## src/rtl/piso_stream_pkg.sv

```systemverilog
// -----------------------------------------------------------------------------
// piso_stream_pkg
// Shared definitions for the parallel-in/serial-out result stream:
//   PE_NUM / DATA_WIDTH : PE array geometry, source of the LANES/DW defaults
//   PISO_MSB_FIRST      : default lane order (0 = lane 0 first)
//   piso_state_t        : frame-buffer occupancy states
//   piso_clamp()        : clamps a requested lane count to the frame width
// -----------------------------------------------------------------------------
package piso_stream_pkg;

    localparam int PE_NUM         = 4;
    localparam int DATA_WIDTH     = 16;
    localparam bit PISO_MSB_FIRST = 1'b0;

    typedef enum logic [1:0] {
        ST_EMPTY = 2'd0,
        ST_SHIFT = 2'd1,
        ST_FULL  = 2'd2
    } piso_state_t;

    function automatic int unsigned piso_clamp(input int unsigned cnt,
                                               input int unsigned lanes);
        return (cnt > lanes) ? lanes : cnt;
    endfunction

endpackage

```

## src/rtl/piso_stream_if.sv

```systemverilog
// -----------------------------------------------------------------------------
// piso_stream_if
// Handshake bundle between the PE array result bus, the serial result path
// and piso_stream.
//   in_valid/in_ready/in_data/in_count : parallel frame side
//   out_valid/out_ready/out_data/out_last/out_lane : serial word side
//   busy : any frame held or in flight
// modport slave  : the converter's view
// modport master : the producer/consumer (environment) view
// -----------------------------------------------------------------------------
interface piso_stream_if
    import piso_stream_pkg::*;
#(
    parameter int LANES = PE_NUM,
    parameter int DW    = DATA_WIDTH * 2
);
    localparam int CNT_W = $clog2(LANES + 1);

    logic                  in_valid;
    logic                  in_ready;
    logic [LANES*DW-1:0]   in_data;
    logic [CNT_W-1:0]      in_count;
    logic                  out_valid;
    logic                  out_ready;
    logic [DW-1:0]         out_data;
    logic                  out_last;
    logic [CNT_W-1:0]      out_lane;
    logic                  busy;

    modport slave (
        input  in_valid, in_data, in_count, out_ready,
        output in_ready, out_valid, out_data, out_last, out_lane, busy
    );

    modport master (
        output in_valid, in_data, in_count, out_ready,
        input  in_ready, out_valid, out_data, out_last, out_lane, busy
    );

endinterface

```

## src/rtl/piso_frame_buf.sv

```systemverilog
// -----------------------------------------------------------------------------
// piso_frame_buf
// Holding stage H: parks one complete frame (data + clamped count) while the
// shift stage is still emitting the previous frame.
//   clk, rst  : clock, asynchronous active-high reset
//   i_load    : capture i_data/i_count
//   i_unload  : frame has moved to the shift stage; count cleared
//   i_data    : frame data, lane k at [(k+1)*DW-1:k*DW]
//   i_count   : lane count (already clamped, non-zero)
//   o_data    : held frame data
//   o_count   : held lane count (0 when empty)
// -----------------------------------------------------------------------------
module piso_frame_buf #(
    parameter int LANES = 4,
    parameter int DW    = 32,
    parameter int CNT_W = 3
) (
    input  logic                clk,
    input  logic                rst,
    input  logic                i_load,
    input  logic                i_unload,
    input  logic [LANES*DW-1:0] i_data,
    input  logic [CNT_W-1:0]    i_count,
    output logic [LANES*DW-1:0] o_data,
    output logic [CNT_W-1:0]    o_count
);

    logic [LANES*DW-1:0] r_data;
    logic [CNT_W-1:0]    r_count;

    always_ff @(posedge clk or posedge rst) begin
        if (rst) begin
            r_data  <= '0;
            r_count <= '0;
        end else if (i_load) begin
            r_data  <= i_data;
            r_count <= i_count;
        end else if (i_unload) begin
            r_count <= '0;
        end
    end

    assign o_data  = r_data;
    assign o_count = r_count;

endmodule

```

## src/rtl/piso_stream.sv

```systemverilog
// -----------------------------------------------------------------------------
// piso_stream
// Parallel-in/serial-out converter with ready/valid on both sides. One frame
// of up to LANES words is accepted per input handshake and emitted one word
// per cycle with back-pressure. A shift stage S plus the holding stage H
// (piso_frame_buf) let consecutive frames stream without bubbles.
//   clk  : clock, rising edge
//   rst  : asynchronous active-high reset
//   bus  : piso_stream_if.slave (in_valid/in_ready/in_data/in_count,
//          out_valid/out_ready/out_data/out_last/out_lane, busy)
//
//   state    | meaning
//   ---------+-------------------------------
//   ST_EMPTY | S and H empty
//   ST_SHIFT | S emitting a frame, H empty
//   ST_FULL  | S emitting a frame, H loaded
// -----------------------------------------------------------------------------
module piso_stream
    import piso_stream_pkg::*;
#(
    parameter int LANES     = PE_NUM,
    parameter int DW        = DATA_WIDTH * 2,
    parameter bit MSB_FIRST = PISO_MSB_FIRST
) (
    input  logic         clk,
    input  logic         rst,
    piso_stream_if.slave bus
);

    localparam int CNT_W = $clog2(LANES + 1);

    piso_state_t         r_state;
    piso_state_t         w_state_nxt;

    // shift stage: frame data, words remaining (incl. the one on the output),
    // and the lane currently presented
    logic [LANES*DW-1:0] r_s_data;
    logic [CNT_W-1:0]    r_s_rem;
    logic [CNT_W-1:0]    r_s_ptr;
    logic [LANES*DW-1:0] w_s_data_nxt;
    logic [CNT_W-1:0]    w_s_rem_nxt;
    logic [CNT_W-1:0]    w_s_ptr_nxt;

    logic                r_out_valid;
    logic [DW-1:0]       r_out_data;
    logic                r_out_last;
    logic [CNT_W-1:0]    r_out_lane;
    logic                r_in_ready;
    logic                r_busy;

    logic [CNT_W-1:0]    w_cnt;
    logic                w_acc;
    logic                w_cons;
    logic                w_last_cons;
    logic                w_s_load;
    logic                w_s_from_h;
    logic                w_s_adv;
    logic                w_h_load;
    logic                w_h_unload;
    logic [LANES*DW-1:0] w_h_data;
    logic [CNT_W-1:0]    w_h_count;
    logic [LANES*DW-1:0] w_src_data;
    logic [CNT_W-1:0]    w_src_cnt;
    logic [DW-1:0]       w_word_nxt;
    logic                w_last_nxt;
    logic                w_valid_nxt;

    assign w_cnt = CNT_W'(piso_clamp(32'(bus.in_count), 32'(LANES)));

    // a zero-lane frame completes its handshake but is otherwise ignored
    assign w_acc       = bus.in_valid & r_in_ready & (w_cnt != '0);
    assign w_cons      = r_out_valid & bus.out_ready;
    assign w_last_cons = w_cons & r_out_last;

    piso_frame_buf #(
        .LANES (LANES),
        .DW    (DW),
        .CNT_W (CNT_W)
    ) u_hold (
        .clk      (clk),
        .rst      (rst),
        .i_load   (w_h_load),
        .i_unload (w_h_unload),
        .i_data   (bus.in_data),
        .i_count  (w_cnt),
        .o_data   (w_h_data),
        .o_count  (w_h_count)
    );

    always_comb begin
        w_state_nxt  = r_state;
        w_s_data_nxt = r_s_data;
        w_s_rem_nxt  = r_s_rem;
        w_s_ptr_nxt  = r_s_ptr;
        w_s_load     = 1'b0;
        w_s_from_h   = 1'b0;
        w_s_adv      = 1'b0;
        w_h_load     = 1'b0;
        w_h_unload   = 1'b0;
        w_word_nxt   = '0;

        case (r_state)
            ST_EMPTY: begin
                if (w_acc) begin
                    w_s_load    = 1'b1;
                    w_state_nxt = ST_SHIFT;
                end
            end
            ST_SHIFT: begin
                if (w_last_cons) begin
                    // S frees up this edge, so a new frame bypasses H
                    if (w_acc) begin
                        w_s_load = 1'b1;
                    end else begin
                        w_state_nxt = ST_EMPTY;
                    end
                end else begin
                    w_s_adv = w_cons;
                    if (w_acc) begin
                        w_h_load    = 1'b1;
                        w_state_nxt = ST_FULL;
                    end
                end
            end
            ST_FULL: begin
                if (w_last_cons) begin
                    w_s_load    = 1'b1;
                    w_s_from_h  = 1'b1;
                    w_h_unload  = 1'b1;
                    w_state_nxt = ST_SHIFT;
                end else begin
                    w_s_adv = w_cons;
                end
            end
            default: begin
                w_state_nxt = ST_EMPTY;
            end
        endcase

        w_src_data = w_s_from_h ? w_h_data  : bus.in_data;
        w_src_cnt  = w_s_from_h ? w_h_count : w_cnt;

        if (w_s_load) begin
            w_s_data_nxt = w_src_data;
            w_s_rem_nxt  = w_src_cnt;
            w_s_ptr_nxt  = MSB_FIRST ? (w_src_cnt - CNT_W'(1)) : '0;
        end else if (w_s_adv) begin
            w_s_rem_nxt  = r_s_rem - CNT_W'(1);
            w_s_ptr_nxt  = MSB_FIRST ? (r_s_ptr - CNT_W'(1)) : (r_s_ptr + CNT_W'(1));
        end

        for (int k = 0; k < LANES; k++) begin
            if (w_s_ptr_nxt == CNT_W'(k)) begin
                w_word_nxt = w_s_data_nxt[k*DW +: DW];
            end
        end
    end

    // outputs are registered from the next shift-stage contents so a frame
    // loaded at an edge presents its first word straight after that edge
    assign w_valid_nxt = (w_state_nxt != ST_EMPTY);
    assign w_last_nxt  = (w_s_rem_nxt == CNT_W'(1));

    always_ff @(posedge clk or posedge rst) begin
        if (rst) begin
            r_state  <= ST_EMPTY;
            r_s_data <= '0;
            r_s_rem  <= '0;
            r_s_ptr  <= '0;
        end else begin
            r_state  <= w_state_nxt;
            r_s_data <= w_s_data_nxt;
            r_s_rem  <= w_s_rem_nxt;
            r_s_ptr  <= w_s_ptr_nxt;
        end
    end

    always_ff @(posedge clk or posedge rst) begin
        if (rst) begin
            r_out_valid <= 1'b0;
            r_out_data  <= '0;
            r_out_last  <= 1'b0;
            r_out_lane  <= '0;
            r_in_ready  <= 1'b1;
            r_busy      <= 1'b0;
        end else begin
            r_out_valid <= w_valid_nxt;
            r_out_data  <= w_valid_nxt ? w_word_nxt : '0;
            r_out_last  <= w_valid_nxt & w_last_nxt;
            r_out_lane  <= w_valid_nxt ? w_s_ptr_nxt : '0;
            r_in_ready  <= (w_state_nxt != ST_FULL);
            r_busy      <= w_valid_nxt;
        end
    end

    assign bus.in_ready  = r_in_ready;
    assign bus.out_valid = r_out_valid;
    assign bus.out_data  = r_out_data;
    assign bus.out_last  = r_out_last;
    assign bus.out_lane  = r_out_lane;
    assign bus.busy      = r_busy;

endmodule

```

## src/flat_wrapper.sv

```systemverilog
// flat-port wrapper written by rule: the top's interface ports become plain ports
module piso_stream_flat import piso_stream_pkg::*;
#(
    parameter int LANES     = PE_NUM,
    parameter int DW        = DATA_WIDTH * 2,
    parameter bit MSB_FIRST = PISO_MSB_FIRST
)
  (clk, rst, bus_in_valid, bus_in_data, bus_in_count, bus_out_ready, bus_in_ready, bus_out_valid, bus_out_data, bus_out_last, bus_out_lane, bus_busy);
  piso_stream_if #(.LANES(LANES), .DW(DW)) bus_i ();
  input  logic clk;
  input  logic rst;
  input wire logic [$bits(bus_i.in_valid)-1:0] bus_in_valid;
  input wire logic [$bits(bus_i.in_data)-1:0] bus_in_data;
  input wire logic [$bits(bus_i.in_count)-1:0] bus_in_count;
  input wire logic [$bits(bus_i.out_ready)-1:0] bus_out_ready;
  output wire logic [$bits(bus_i.in_ready)-1:0] bus_in_ready;
  output wire logic [$bits(bus_i.out_valid)-1:0] bus_out_valid;
  output wire logic [$bits(bus_i.out_data)-1:0] bus_out_data;
  output wire logic [$bits(bus_i.out_last)-1:0] bus_out_last;
  output wire logic [$bits(bus_i.out_lane)-1:0] bus_out_lane;
  output wire logic [$bits(bus_i.busy)-1:0] bus_busy;
  assign bus_i.in_valid = bus_in_valid;
  assign bus_i.in_data = bus_in_data;
  assign bus_i.in_count = bus_in_count;
  assign bus_i.out_ready = bus_out_ready;
  assign bus_in_ready = bus_i.in_ready;
  assign bus_out_valid = bus_i.out_valid;
  assign bus_out_data = bus_i.out_data;
  assign bus_out_last = bus_i.out_last;
  assign bus_out_lane = bus_i.out_lane;
  assign bus_busy = bus_i.busy;
  piso_stream #(.LANES(LANES), .DW(DW), .MSB_FIRST(MSB_FIRST)) u_core (.clk(clk), .rst(rst), .bus(bus_i));
endmodule
```

## config.mk

```make
export PLATFORM = sky130hd
export DESIGN_NAME = piso_stream_flat
export DESIGN_NICKNAME = d
export VERILOG_FILES = /design/src/rtl/piso_stream_pkg.sv /design/src/rtl/piso_stream_if.sv /design/src/rtl/piso_frame_buf.sv /design/src/rtl/piso_stream.sv /design/src/flat_wrapper.sv
export SDC_FILE = /design/constraint.sdc
export NUM_CORES = 1
export LEC_CHECK = 0
export CAP_MARGIN = 30
export CORE_MARGIN = 4
export CORE_UTILIZATION = 59
export CTS_BUF_LIST = sky130_fd_sc_hd__clkbuf_8 sky130_fd_sc_hd__clkbuf_16
export DETAILED_ROUTE_END_ITERATION = 8
export MAX_ROUTING_LAYER = met4
export PLACE_DENSITY_LB_ADDON = 0.12
export SLEW_MARGIN = 20
export SYNTH_ARGS = -nofsm -noshare
export SYNTH_HDL_FRONTEND = slang
export SYNTH_HIERARCHICAL = 1
export SYNTH_SLANG_ARGS = --single-unit
```

## constraint.sdc

```tcl
create_clock -name clk -period 16.6 [get_ports clk]
set_input_delay 1.66 -clock clk [delete_from_list [all_inputs] [get_ports clk]]
set_output_delay 1.66 -clock clk [all_outputs]
set_load 0.01 [all_outputs]
```

==> results of run 1 <==
## worst reg2reg max path: cells and delay by family, from the launching register on
| kind | cells | cell delay [ns] |
|---|---|---|
| AO/OA/AOI/OAI | 2 | 0.92 |
| flip-flops | 1 | 0.44 |
| AND/OR/NAND/NOR | 3 | 1.48 |
| buffers and inverters | 1 | 0.10 |
| adder cells (fa/ha/maj) | 1 | 0.31 |
## layout make-up
type	instances	area (um2)
sequential	305	7630
fill	1688	6540
multi-input combinational	886	5780
timing repair buffer	192	1970
clock buffer	39	886
tap	319	399
clock inverter	17	128
inverter	12	60.1
## final timing paths
path | end | cells after the start
setup / recovery | u_core/bus.out_data[14]$_DFF_PP0_ | 6
hold / removal | u_core/r_s_data[22]$_DFF_PP0_ | 1
setup reg to reg | u_core/bus.out_data[14]$_DFF_PP0_ | 7
hold reg to reg | u_core/r_s_data[22]$_DFF_PP0_ | 1
max in group asynchronous | u_core/u_hold/o_data[98]$_DFFE_PP0P_ | 4
min in group asynchronous | u_core/u_hold/o_data[61]$_DFFE_PP0P_ | 2
## cells by family (layout without fill, tap and decap cells)
family	after synthesis	count (layout)
simple gates	465	465
compound gates	282	282
mux	128	128
buf+inv	114	260
fa+ha+maj	7	7
flops	305	305
xor+xnor	4	4
## metal layers
| metal | routed length, um | track usage [%] |
|---|---|---|
| met2 | 16700 | 43.0 |
| met1 | 17300 | 43.7 |
| met5 | 0 | - |
| met3 | 3490 | 7.71 |
| met4 | 1590 | 11.0 |
## cells in the final DEF (no fill, tap or decap), types with 8 or more instances in the layout
master,count
o21a_1,32
nand2_1,260
nand3_1,32
o21ai_0,94
mux2_4,77
nor2_1,112
dfrtp_1,304
clkdlybuf4s50_1,173
nand4_1,33
mux2_2,51
o2111a_1,31
buf_4,12
clkbuf_16,31
inv_1,19
a31oi_1,98
clkbuf_8,8
## power breakdown
group	internal (mW)	switching (mW)	total [mW]
sequential	1.11	0.249	1.36
clock	0.403	0.285	0.688
combinational	0.586	0.574	1.16
total	2.10	1.11	3.21
## flip-flops by register name, summed over array words and instances, names as in the netlist
signal                 count
u_core/r_s_data          128
u_core/u_hold/o_data     128
u_core/bus.out_data       32
u_core/bus.out_lane        3
u_core/r_s_ptr             3
u_core/r_s_rem             3
u_core/u_hold/o_count      3
u_core/r_state             2
u_core/bus.busy            1
u_core/bus.in_ready        1
u_core/bus.out_last        1
## through the flow
| step | hold slack, ns | util (%) | power (mW) | instances |
|---|---|---|---|---|
| floorplan | 0.458 | - | 2.12 | 1305 |
| global placement | 0.466 | 67.1 | 2.44 | 1706 |
| detailed placement | 0.475 | 67.6 | 2.49 | 1712 |
| CTS | 0.490 | 71.9 | 3.20 | 1768 |
| global route | 0.499 | 72.0 | 3.38 | 1770 |
| finish | 0.490 | 72.0 | 3.21 | 1770 |
==> results.ini, run 1 <==
[drt]
ant_nets = 0
first_iter_violations = 1135
via_per_inst = 6.07
dr_total_vias = 10800
first_pass_iters = 6
wl_mm = 39.1
wl_per_cell_um = 22.1
drcViolationCount = 0

[clocking]
postCtsResizedCells = 0
clk_latency_ns = 0.56
root_buffer = clkbuf_16
clk_path_buf_depth = 3
cts_setup_buffers = 0
numCtsBuffers = 31
htreeDepth = 1
clk_pin_slew_ns = 0.06
clkSinkCount = 305
postCtsHoldBufs = 0
cts_tree = yes

[sta]
report.final.slew_viol_count = 0
worst_pin_slew_ns = 1.26
tns_ns = 0
hold_viol = 0
fin_crit_sh_pct = 25.4
finalWorstPathRequiredPeriod_ns = 4.21
setup_viol = 0
setup_slack_ns = 12.39
slew_headroom_pct = 16.2
rsz0062_at_grt = false
fmax_mhz = 238
fin_skew_ns = 0.0101

[placed_design]
port_buffers = 173
dpl_cell_area_um2 = 15800
place_congestion = 0.915
post-dp-hpwl_mm = 25.6
dp_slack_ns = 11.91

[setup_path]
rr_startpoint = u_core/r_state[0]$_DFF_PP0_
end_kind = flip-flop
cp_slowest_stage_delay_ns = 0.74
critPathSlowestCell = o21ai_0
crit_start = bus_out_ready
critPathBufInv = 1
cp.required_ns = 17.04
critPathLaunchType = input pin
crit_chain = clkdlybuf4s50_1 -> nand4b_1 -> and3_1 -> o21ai_0 -> nand4_1 -> o2111a_1
arrival_ns = 4.65
crit_type = input pin to flip-flop
r2r_setup_slack_ns = 13.24
crit_fanout = 32
cp_top_family = simple AND/OR/NAND/NOR gates

[yosys]
ys.flop_type = dfrtp_1
synth_mux_area_share_pct = 12.4
avgSynthCellArea_um2 = 10.7
synth_area_leaders = dfrtp_1 54%, mux2_4 8.3%, nand2_1 7.0%
yosys_warnings = 6
synth_most_common_cell = dfrtp_1
yosys-top-cells-count = 304 x dfrtp_1, 260 x nand2_1, 112 x nor2_1
synth_compound_area_share_pct = 13.5
synth_cell_types = 53
synth_top_area_cell = dfrtp_1
synth_top_family_by_area = simple AND/OR/NAND/NOR gates
async_reset_ff_share_pct = 100
yosysSeqAreaShare_pct = 54.7
synth-adder-area-share_pct = 0.618
synth_enable_flop_cells = 0
synth_seq_cells = 305
syn_nets = 1446
synthCells = 1305
synth.cell_area_um2 = 14000
synth_xor_xnor_area_share_pct = 0.305
synth_top_area_share_pct = 54.5
synthSimpleGateAreaFrac_pct = 14.2

[worst_hold_path]
hold_class = flip-flop to flip-flop
worstHoldStart = u_core/r_s_data[22]$_DFF_PP0_

[floorplan]
ioPinCount = 174
die_w_um = 162
die-area_um2 = 26200
start_util_pct = 59.7
coreArea_um2 = 23400
die_height_um = 162
rows = 56

[global_route]
grt_pass1_wl_mm = 61.8
groute.usage.overall_pct = 30.6
antenna_found_initial = 0
grt_max_degree = 266
grt_pass1_vias = 10800
overflow = 0

[finish]
nets = 1569
design_area_um2 = 16900
diodes = 0
syn_to_final_growth_pct = 20.8
drive_gt1_share_pct = 14.7

[power_and_ir_drop]
irDropWorstVdd_v = 0.000125
p_leak_nw = 7.07
powerDensity_nw_per_um2 = 190

[flow_run]
cap_violations = 0

[run_status]
status = finished, final reports clean

Power figures use the tool's default switching activity.
==> run 2, diff against run 1 <==
CORE_UTILIZATION = 50   (was 59)
clock period = 3.7 ns   (was 16.6 ns; I/O delays follow)
==> results.ini, run 2 (same netlist as run 1, synthesis figures left out) <==
[setup_path]
cp.required_ns = 4.08
rr_startpoint = u_core/r_state[0]$_DFF_PP0_
crit_fanout = 23
reg2reg_depth = 7
crit_type = flip-flop to flip-flop
arrival_ns = 3.12
r2r_end = u_core/bus.out_data[21]$_DFF_PP0_
end_kind = flip-flop
critPathLaunchType = flip-flop
crit_start = u_core/r_state[0]$_DFF_PP0_
r2r_setup_slack_ns = 0.96

[placed_design]
place_congestion = 0.884
post-dp-hpwl_mm = 26.1
port_buffers = 173

[finish]
syn_to_final_growth_pct = 23.4
drive_gt1_share_pct = 15.8
multi_input_area_um2 = 5770
final_common_cell = dfrtp_1
layout_common_cells = 304 x dfrtp_1, 260 x nand2_1, 173 x clkdlybuf4s50_1
diodes = 0
nFillCells = 2238
seq_area_um2 = 7630
nets = 1581

[sta]
worst_pin_slew_ns = 0.939
whs_ns = 0.296
hold_viol = 0
slew_headroom_pct = 37.4
report.final.slew_viol_count = 0
finalWorstPathRequiredPeriod_ns = 2.74
rsz0062_at_grt = false
fin_crit_sh_pct = 74.0
fmax_mhz = 365
fin_skew_ns = 0.0274
tns_ns = 0
setup_viol = 0

[worst_hold_path]
hold_class = input pin to asynchronous set/reset pin

[floorplan]
die-area_um2 = 30700
coreArea_um2 = 27200
rows = 60
ioPinCount = 174
start_util_pct = 51.4
die_w_um = 175
die_height_um = 175

[clocking]
postCtsHoldBufs = 0
htreeDepth = 2
clk_path_buf_depth = 3
cts_tree = yes
postCtsResizedCells = 0
cts_setup_buffers = 0
clkSinkCount = 305
numCtsBuffers = 35
root_buffer = clkbuf_16
clk_latency_ns = 0.52
clk_pin_slew_ns = 0.06

[drt]
dr_total_vias = 10500
wl_per_cell_um = 21.4
first_pass_iters = 5
via_per_inst = 5.74
ant_nets = 0
first_iter_violations = 1182
drcViolationCount = 0
wl_mm = 39.2

[power_and_ir_drop]
total_power_mw = 14.9
p_seq_share_pct = 41.6
p_int_mw = 9.85
irDropWorstVdd_v = 0.000405
sw_frac_of_total_pct = 33.9
power.share.clock_pct = 23.8
power.share.combinational_pct = 34.6
power.switching_mw = 5.05
powerDensity_nw_per_um2 = 864
p_leak_nw = 7.19

[global_route]
grt_max_degree = 133
grt_pass1_wl_mm = 61.4
groute.usage.overall_pct = 26.1
overflow = 0
antenna_found_initial = 0
grt_pass1_vias = 10400

[flow_run]
cap_violations = 0

[run_status]
status = finished, final reports clean

run 2: cell types whose count changed in the layout (fill, tap and decap cells not counted), moves of 2 or more:
cell	change
clkbuf_16	+5
buf_12	+12
clkbuf_8	+2
buf_16	-4
inv_6	-2
buf_4	+2
inv_1	-6
clkinv_2	+3
run 2: power by group through the flow:
stage	Sequential [mW]	Clock (mW)	Combinational, mW
final	6.19	3.55	5.16
after global routing	6.34	3.76	5.62
after CTS	6.16	3.63	5.15
after detailed placement	6.17	0	5.13
after global placement	6.17	0	4.99
after floorplan	5.71	0	3.79
run 2: area by class of cell:
cell class	count	area share (%)
Multi-Input combinational cell	886	33.5
Sequential cell	305	44.3
Inverter	12	0.334
Clock inverter	16	0.973
Timing Repair Buffer	200	12.2
Clock buffer	46	6.03
Tap cell	372	2.70
run 2: worst max path at each step:
stage                                              endpoint  slack (ns)  depth (start not counted)
after floorplan                   u_core/bus.busy$_DFF_PP0_        1.11                          1
after global placement        u_core/bus.out_last$_DFF_PP0_        0.80                          7
after detailed placement      u_core/bus.out_last$_DFF_PP0_        0.79                          7
after CTS                 u_core/bus.out_data[21]$_DFF_PP0_        0.96                          7
after global routing          u_core/bus.out_last$_DFF_PP0_        0.70                          8
final                     u_core/bus.out_data[21]$_DFF_PP0_        0.96                          7
run 2: routing by layer:
layer / GRT usage [%] / vias to the layer above / wire length, um
met2: 36.1 / 374 / 16700
met5: - / - / 0
met3: 4.95 / 53 / 2860
li1: - / 4872 / -
met1: 39.7 / 5242 / 18800
met4: 6.51 / 0 / 829
run 2: worst max-delay path: stages (launching register included):
cell,delay [ns]
dfrtp_1,0.44
inv_1,0.09
ha_1,0.31
and4b_1,0.29
nor4_1,0.57
o21bai_2,0.32
buf_4,0.31
o2111a_1,0.27
run 2: stage by stage:
stage	setup slack, ns	cell area, um2	std cells	utilization, %
floorplan	1.11	14000	1305	-
global placement	0.804	16000	1774	58.9
detailed placement	0.791	16000	1774	58.9
CTS	0.960	17200	1836	63.3
global route	0.697	17200	1837	63.4
finish	0.961	17200	1837	63.4
==> edit (flow settings as in run 2) <==
Encoding of `piso_state_t`: now one-hot (3 bits for 3 states).
--- a/src/rtl/piso_stream_pkg.sv
+++ b/src/rtl/piso_stream_pkg.sv
@@ -12,10 +12,10 @@
     localparam int DATA_WIDTH     = 16;
     localparam bit PISO_MSB_FIRST = 1'b0;
 
-    typedef enum logic [1:0] {
-        ST_EMPTY = 2'd0,
-        ST_SHIFT = 2'd1,
-        ST_FULL  = 2'd2
+    typedef enum logic [2:0] {
+        ST_EMPTY = 3'b001,
+        ST_SHIFT = 3'b010,
+        ST_FULL  = 3'b100
     } piso_state_t;
 
     function automatic int unsigned piso_clamp(input int unsigned cnt,
Function: no difference found for any inputs over 4 cycles, from zero or initial values and one cycle with rst high; so few cycles prove little.
==> edit against run 2 <==
  * Via count decreased by 2.7%
  * Total power decreased by 8.3%
  * Combinational power decreased by 17%
  * First-iteration DRC count decreased by 24%
  * Fmax decreased by 9.3%
  * Highest routed layer unchanged
  * Final cell count decreased by 1.9%
  * Worst hold slack improved by 0.014 ns
  * Largest cell class unchanged
  * Clock power decreased by 2%
  * Area after synthesis increased by 1.2%
  * Sequential cell count increased by 1
  * Setup slack got worse by 0.28 ns
  * Final area increased by 0.19%
  * Routed wire length decreased by 2.4%
  * Sequential share of layout area increased by 0.069 points
==> edit: results <==
[sta]
skew_ns = 0.0200
relSlewSlack = 0.422
fin_crit_ns = 3.02

[global_route]
grt_pass1_wl_um = 59900
grt_max_degree = 81
antenna_found_initial = 0
grt.total_usage = 0.254
grt_pass1_vias = 10200

[routing]
drt-total-wl_um = 38300
drt_iter0_drc = 900
drt_pass1_iterations = 7
via_per_inst = 5.69

[worst_setup_path]
max_stage_delay_ns = 0.76
path_max_fanout = 20
arrival_ns = 3.42
slowest_stage = o22a_1

[clock_network]
root_buffer = clkbuf_16
cts-htree-levels = 2
clkLatencyLatePin_ns = 0.51
cts_max_path_buffers = 3
postCtsSetupBuffers = 0
clk_pin_slew_ns = 0.06
tritoncts.num_buffers = 35
cts-resized-gates = 0

[placement]
placement.io_buffers = 173
hpwlAfterDp_um = 25500
routabilityCongestion = 0.848
placed_area_um2 = 16100
pre_cts_ws_ns = 0.492

[pwr]
power.leakage_nw = 7.55
switching_share = 0.319
irDropWorstVdd_uv = 352
power_mw = 13.7
p_comb_mw = 4.27
clkPwrFrac = 0.255

[synth]
yosysSeqAreaShare = 0.542
synth-async-reset-ratio = 1.00
yosys_warnings = 6
syn-num-nets = 1397
synth_flop_cell = dfrtp_1
synth_cell_types = 57
synthTopCellsByArea = dfrtp_1 (54%), mux2_4 (9.1%), nand2_1 (6.1%)
ys_top_cells_by_count = dfrtp_1 (304), nand2_1 (230), nor2_1 (134)

[cells_and_area]
drive_gt1_frac = 0.193
insertedDiodeCount = 0
fillers = 2198
layout.nets = 1535

[status]
status = completed

[hold_path]
hp-class = input pin to async pin
-- edit: metrics by stage --
step | std cells | utilization
final | 1802 | 0.620
after CTS | 1802 | 0.620
after global placement | 1738 | 0.577
after floorplan | 1260 | -
after detailed placement | 1739 | 0.577
after global routing | 1802 | 0.620
-- edit: worst paths after layout --
path / from / to / slack (ns) / depth (start not counted)
worst max-delay path: u_core/r_state[2] / u_core/bus.out_data[25] / 0.68 / 6
worst min-delay path: rst / u_core/u_hold/o_data[45] / 0.31 / 2
worst max register to register: u_core/r_state[2] / u_core/bus.out_data[25] / 0.68 / 6
worst min register to register: u_core/r_s_data[22] / u_core/r_s_data[22] / 0.49 / 1
max in group asynchronous: rst / u_core/r_s_data[53] / 2.26 / 4
min in group clk: bus_in_data[55] / u_core/r_s_data[55] / 0.46 / 3
-- edit: critical path, delay by kind of cell, from the launching register on --
kind / cells / cell delay (ns)
xor+xnor: 1 / 0.17
flops: 1 / 0.64
simple gates: 3 / 1.02
compound gates: 2 / 1.09
-- edit: cell families after synthesis --
group | after synthesis | share of synthesized area
flops | 306 | 0.542
buf+inv | 106 | 0.0429
fa+ha+maj | 2 | 0.00177
mux | 167 | 0.156
simple gates | 460 | 0.145
xor+xnor | 8 | 0.00629
compound gates | 211 | 0.106
-- edit: area by class of cell --
class                           count  area, µm²  area share
Inverter                            8       40.0     0.00232
Clock buffer                       44       1020      0.0592
Sequential cell                   306       7660       0.444
Clock inverter                     19        160     0.00928
Tap cell                          378        473      0.0274
Timing Repair Buffer              199       2020       0.117
Multi-Input combinational cell    848       5890       0.341
-- edit: routing by layer --
metal  vias up  wire [µm]  GRT usage
li1       4716          -          -
met1      5143      17400      0.365
met2       318      17400      0.373
met3        76       2190     0.0398
met4         0       1350     0.0822
met5         -          0          -
